===== src/rtl/sort_stream_pkg.sv =====
// Shared types for the sorter stream controller: FSM state encoding and
// frame-size helper.
package sort_stream_pkg;

  typedef enum logic [2:0] {
    ST_IDLE,
    ST_LOAD,
    ST_KICK,
    ST_WAIT,
    ST_READ,
    ST_FLUSH
  } state_e;

  localparam int unsigned SKID_ENTRIES = 2;

  function automatic int unsigned frame_depth(input int unsigned addr_w);
    return 32'd1 << addr_w;
  endfunction

endpackage


===== src/rtl/sort_stream_ctrl_skid.sv =====
// Two-entry FIFO holding sorter read data (plus last tag) in front of the
// output stream; the controller's read credit keeps it from overflowing.
module sort_skid_buf #(
  parameter int W = 9
) (
  input  logic         clk,
  input  logic         rst,
  input  logic         push_i,
  input  logic [W-1:0] push_data_i,
  input  logic         pop_i,
  output logic [1:0]   count_o,
  output logic [W-1:0] head_o
);

  logic [W-1:0] mem_q [2];
  logic         wr_ptr_q;
  logic         rd_ptr_q;
  logic [1:0]   count_q;

  always_ff @(posedge clk) begin
    if (push_i) mem_q[wr_ptr_q] <= push_data_i;
  end

  always_ff @(posedge clk) begin
    if (rst) begin
      wr_ptr_q <= 1'b0;
      rd_ptr_q <= 1'b0;
      count_q  <= 2'd0;
    end else begin
      if (push_i) wr_ptr_q <= ~wr_ptr_q;
      if (pop_i)  rd_ptr_q <= ~rd_ptr_q;
      case ({push_i, pop_i})
        2'b10:   count_q <= count_q + 2'd1;
        2'b01:   count_q <= count_q - 2'd1;
        default: count_q <= count_q;
      endcase
    end
  end

  assign count_o = count_q;
  assign head_o  = mem_q[rd_ptr_q];

endmodule


===== src/rtl/sort_stream_ctrl.sv =====
// Host-side initiator: loads a frame into the sorter, kicks it, waits for
// done, then streams the sorted frame out through a 2-entry skid buffer.
module sort_stream_ctrl
  import sort_stream_pkg::*;
#(
  parameter int N = 8,
  parameter int L = 4
) (
  input  logic         clk,
  input  logic         rst,
  input  logic         s_valid,
  output logic         s_ready,
  input  logic [N-1:0] s_data,
  output logic         m_valid,
  input  logic         m_ready,
  output logic [N-1:0] m_data,
  output logic         m_last,
  output logic         busy,
  output logic         srt_wrinit,
  output logic [N-1:0] srt_datain,
  output logic         srt_rd,
  output logic [L-1:0] srt_raddr,
  output logic         srt_start,
  input  logic [N-1:0] srt_dataout,
  input  logic         srt_done,
  output state_e       dbg_state
);

  localparam int unsigned  DEPTH     = frame_depth(L);
  localparam logic [L-1:0] LAST_ADDR = L'(DEPTH - 1);

  state_e       state_q, state_d;
  logic [L-1:0] waddr_q, waddr_d;
  logic [L-1:0] raddr_q, raddr_d;
  logic         inflight_q, inflight_last_q;
  logic         wait_seen_q;
  logic         rst_seen_q;

  logic [1:0]   fifo_count;
  logic [N:0]   fifo_head;
  logic         fifo_pop;
  logic [2:0]   occupancy;

  // Handshake: a word moves on any edge where valid && ready; valid never
  // waits on ready, and data/last hold steady while valid && !ready.
  assign m_valid   = (fifo_count != 2'd0);
  assign fifo_pop  = m_valid & m_ready;
  assign m_data    = m_valid ? fifo_head[N-1:0] : '0;
  assign m_last    = m_valid & fifo_head[N];
  assign busy      = (state_q != ST_IDLE);
  assign dbg_state = state_q;
  assign occupancy = {1'b0, fifo_count} + {2'b00, inflight_q} - {2'b00, fifo_pop};

  always_comb begin
    state_d    = state_q;
    waddr_d    = waddr_q;
    raddr_d    = raddr_q;
    s_ready    = 1'b0;
    srt_wrinit = 1'b0;
    srt_rd     = 1'b0;
    srt_start  = 1'b0;
    case (state_q)
      ST_IDLE, ST_LOAD: begin
        // Input is held off for the one cycle after reset so all outputs read 0.
        s_ready = ~rst_seen_q;
        if (s_valid && s_ready) begin
          srt_wrinit = 1'b1;
          waddr_d    = waddr_q + L'(1);
          if (state_q == ST_IDLE)        state_d = ST_LOAD;
          else if (waddr_q == LAST_ADDR) state_d = ST_KICK;
        end
      end
      ST_KICK: begin
        srt_start = 1'b1;
        state_d   = ST_WAIT;
      end
      ST_WAIT: begin
        // done is still stale on the first WAIT cycle, so it is not trusted yet.
        if (wait_seen_q && srt_done) begin
          state_d = ST_READ;
          raddr_d = '0;
        end
      end
      ST_READ: begin
        if (occupancy < 3'd2) begin
          srt_rd  = 1'b1;
          raddr_d = raddr_q + L'(1);
          if (raddr_q == LAST_ADDR) state_d = ST_FLUSH;
        end
      end
      ST_FLUSH: begin
        if (fifo_pop && fifo_head[N]) state_d = ST_IDLE;
      end
      default: state_d = ST_IDLE;
    endcase
  end

  assign srt_raddr  = srt_wrinit ? waddr_q : (srt_rd ? raddr_q : '0);
  assign srt_datain = srt_wrinit ? s_data : '0;

  always_ff @(posedge clk) begin
    rst_seen_q <= rst;
    if (rst) begin
      state_q         <= ST_IDLE;
      waddr_q         <= '0;
      raddr_q         <= '0;
      inflight_q      <= 1'b0;
      inflight_last_q <= 1'b0;
      wait_seen_q     <= 1'b0;
    end else begin
      state_q         <= state_d;
      waddr_q         <= waddr_d;
      raddr_q         <= raddr_d;
      inflight_q      <= srt_rd;
      inflight_last_q <= srt_rd && (raddr_q == LAST_ADDR);
      wait_seen_q     <= (state_q == ST_WAIT);
    end
  end

  sort_skid_buf #(.W(N + 1)) u_skid (
    .clk         (clk),
    .rst         (rst),
    .push_i      (inflight_q),
    .push_data_i ({inflight_last_q, srt_dataout}),
    .pop_i       (fifo_pop),
    .count_o     (fifo_count),
    .head_o      (fifo_head)
  );

endmodule


===== config.mk =====
export PLATFORM = sky130hd
export DESIGN_NAME = sort_stream_ctrl
export DESIGN_NICKNAME = d
export VERILOG_FILES = /design/src/rtl/sort_stream_pkg.sv /design/src/rtl/sort_stream_ctrl_skid.sv /design/src/rtl/sort_stream_ctrl.sv
export SDC_FILE = /design/constraint.sdc
export NUM_CORES = 1
export LEC_CHECK = 0
export CORE_ASPECT_RATIO = 0.6
export CORE_MARGIN = 2
export CORE_UTILIZATION = 39
export CTS_CLUSTER_SIZE = 25
export DETAILED_ROUTE_END_ITERATION = 7
export MAX_ROUTING_LAYER = met4
export PLACE_DENSITY = 0.75
export SYNTH_ARGS = -nofsm -noshare
export SYNTH_HDL_FRONTEND = slang
export SYNTH_HIERARCHICAL = 1
export SYNTH_SLANG_ARGS = --single-unit

===== constraint.sdc =====
create_clock -name clk -period 7.72 [get_ports clk]
set_input_delay 1.544 -clock clk [delete_from_list [all_inputs] [get_ports clk]]
set_output_delay 1.544 -clock clk [all_outputs]
set_load 0.1 [all_outputs]

==> results.md <==
- Status: finished, final reports clean
- Final WS setup: 1.113 ns
- Worst R2R End: raddr_q[3]
- Critical register-to-register path startpoint: u_skid/count_o[1]
- Remaining global-route overflow: 0
- Die height: 55.97 um
- RSZ-0062 raised after global routing: no
- Area share of the largest cell type after synthesis: 30.79%
- Synthesized flop and latch total: 38
- Largest net degree at the start of global routing: 21
- Nets: 233
- Clk_lat worst skew: 0.28 ns
- Fin. max-slew vios: 0
- Crit path max fanout: 8
- Clock Path Buffers: 2
- Power Dens Cells: 176.1 mW/mm^2
- Fillers: 365
- CP startpoint kind: primary input
- Vias in the first global route: 1336
- Leakage: 0.8245 nW
- Via count: 1315
- Non-Filler Instances: 269
- Critical path capture point type: output pin
- Most used DFF post-synth: dfxtp_1
- Number of flops mapped to enable cells by yosys: 18
- Pre-antenna DRT Iters: 4
- H-tree levels: 2
- Post-CTS setup repair buffer count: 0
- Num CTS Buffers: 5
- Initial antenna violation count: 0
- Avg Cell Area, Syn: 11.18 um^2
- Critical path class: in -> out
- Port-buffer cells: 50
- Normalized max-slew margin: 33.68%
- Req. time, crit path: 6.18 ns
- Clock sinks: 38
- Starting Density: 41.68%
- Register area share after synthesis: 53.60%
- Diode count: 0
- Actual slew at the worst max-slew pin: 0.9917 ns
- Max Cap Violations: 0
- Vias per cell: 4.888
- Area of the multi-input gates: 769.5 um^2
- Synth area leader: edfxtp_1
- Detailed Route Iter0 Violations: 69
- Crit path DAT: 5.06 ns
- Routed wire per std cell: 14.07 um
- Hold path depth: 0
- DRC: 0
- Worst hold slack: 0.4337 ns
- Setup WS pre-CTS: 1.126 ns
- Hold WC Path Type: reg -> reg
- Fmax: 0.1514 GHz
- TritonCTS clock tree: done
- Post-synthesis cell count: 157
- HPWL Detailed: 2.838 mm
- Most frequent cell after synthesis: dfxtp_1
- Row count: 18
- Min-delay src: inflight_last_q
- Die X: 90.62 um
- Largest cells by area after synthesis: edfxtp_1 31%, dfxtp_1 23%, and2_1 6.8%, mux2_2 5.8%, nor2_1 2.8%
- Root buffer cell: clkbuf_8
- Clock-pin slew on the worst setup and hold paths: 0.07 ns
- Commonest cells post-synth: 20 x dfxtp_1, 19 x and2_1, 18 x edfxtp_1
- Die area: 0.005072 mm^2
- Flop2flop setup slack: 4.85 ns
- Period utilization: 85.58%
- Dpl cells: 261
- Setup Skew: 0.008408 ns
- Hold buffers post-CTS: 0
- Total negative slack: 0 ns
- Mapped Nets: 182
- Fin crit period: 6.607 ns
- Syn Std Cell Area: 0.001755 mm^2
- GR Util All Layers: 16.51%
- Worst reg2reg path depth: 9
- Synth warn: 6
- Final setup fails: 0
- Final core occ: 57.01%
- Hold EP: u_skid/mem_q[1][8]
- Final wirelength: 3.785 mm
- Post-route ant nets: 0
- IO Pins: 51
- Distinct cells, synth: 39
- GP Congestion: 0.7456
- Core Box Area: 0.004212 mm^2
- First-pass GRT wire length: 6.368 mm
- Ratio of cells with drive above 1 in the final layout: 10.05%
- Register Area: 940.9 um^2
- Post_cts resized: 0
- Area growth from synthesis to layout: 36.78%
- Final Hold Viols: 0
- Worst vdd ir: 0.07781 mV
- FFs w/ async S/R, synth: 0%
kinds of logic (layout without fill, tap and decap cells):
group / count (synthesis) / in the layout / synth area share (%)
adder cells (fa/ha/maj): 4 / 4 / 3.279
AND/OR/NAND/NOR: 71 / 71 / 23.59
flip-flops: 38 / 38 / 53.60
buffers and inverters: 9 / 61 / 2.566
XOR/XNOR: 8 / 8 / 3.992
multiplexers: 10 / 10 / 6.344
AO/OA/AOI/OAI: 17 / 17 / 6.628
critical path, cell delays in order:
cell             delay [ns]
clkdlybuf4s50_1        0.53
and2_1                 0.21
nor2b_1                0.28
o21ai_1                0.14
fa_1                   0.38
xnor2_1                0.22
nand4_2                0.26
inv_2                  0.22
a22o_1                 0.15
clkdlybuf4s50_1        1.13
how the worst max path moves through the flow:
stage	from	to	depth (start not counted)
final	m_ready	srt_raddr[3]	10
after global routing	m_ready	srt_raddr[3]	10
after CTS	m_ready	srt_raddr[3]	10
after detailed placement	m_ready	srt_raddr[3]	10
after global placement	m_ready	srt_raddr[3]	10
after floorplan	m_ready	srt_raddr[0]	8
state kept, by name (all words and copies together), names as in the netlist, named ones only:
register,flops
waddr_q,4
inflight_last_q,1
wait_seen_q,1
raddr_q,4
u_skid/count_o,2
u_skid/wr_ptr_q,1
dbg_state,3
inflight_q,1
u_skid/rd_ptr_q,1
rst_seen_q,1
u_skid/mem_q,18
where the power goes:
group	switching, mW	internal, mW
sequential	0.00187	0.212
combinational	0.0322	0.0171
clock	0.0646	0.0953
cell usage in the layout (no fill, tap or decap), types with 2 or more instances in the layout:
| cell type | n |
|---|---|
| clkdlybuf4s50_1 | 49 |
| dfxtp_1 | 20 |
| and2_1 | 19 |
| edfxtp_1 | 18 |
| nor2_1 | 13 |
| mux2_2 | 9 |
| nand3_1 | 8 |
| nand2_1 | 5 |
| xnor2_1 | 5 |
| nand4_1 | 5 |
| a21oi_1 | 5 |
| clkbuf_8 | 5 |
| a22o_1 | 4 |
| nor3_1 | 4 |
| nor2b_1 | 3 |
| nand2b_1 | 3 |
| a31oi_1 | 3 |
| xor2_1 | 3 |
| ha_1 | 3 |
| inv_1 | 2 |
| or3_1 | 2 |
through the flow:
step                      cell area, um^2  power [mW]
after global placement               2295      0.2672
after CTS                            2401      0.4281
after global routing                 2401      0.4397
final                                2401      0.4228
after detailed placement             2295      0.2675
after floorplan                      1755      0.2482
routing by layer:
layer / vias to the layer above / routed length, um / part of all wire, % / global-route usage, %
met5: - / 0 / 0 / -
met4: 0 / 54 / 1.4 / 5.495
met3: 7 / 167 / 4.4 / 4.336
met2: 34 / 1654 / 44 / 24.73
met1: 609 / 1909 / 50 / 21.93
li1: 665 / - / - / -
cell type report:
cell class,instances,share of cell area (%)
clock buffers,6,3.022
multi-input cells,110,32.05
flip-flops and latches,38,39.19
inverters,3,0.4690
well taps,60,3.127
repair buffers,50,20.74
clock inverters,2,1.407
No activity file was read; power rests on OpenSTA's default activity.
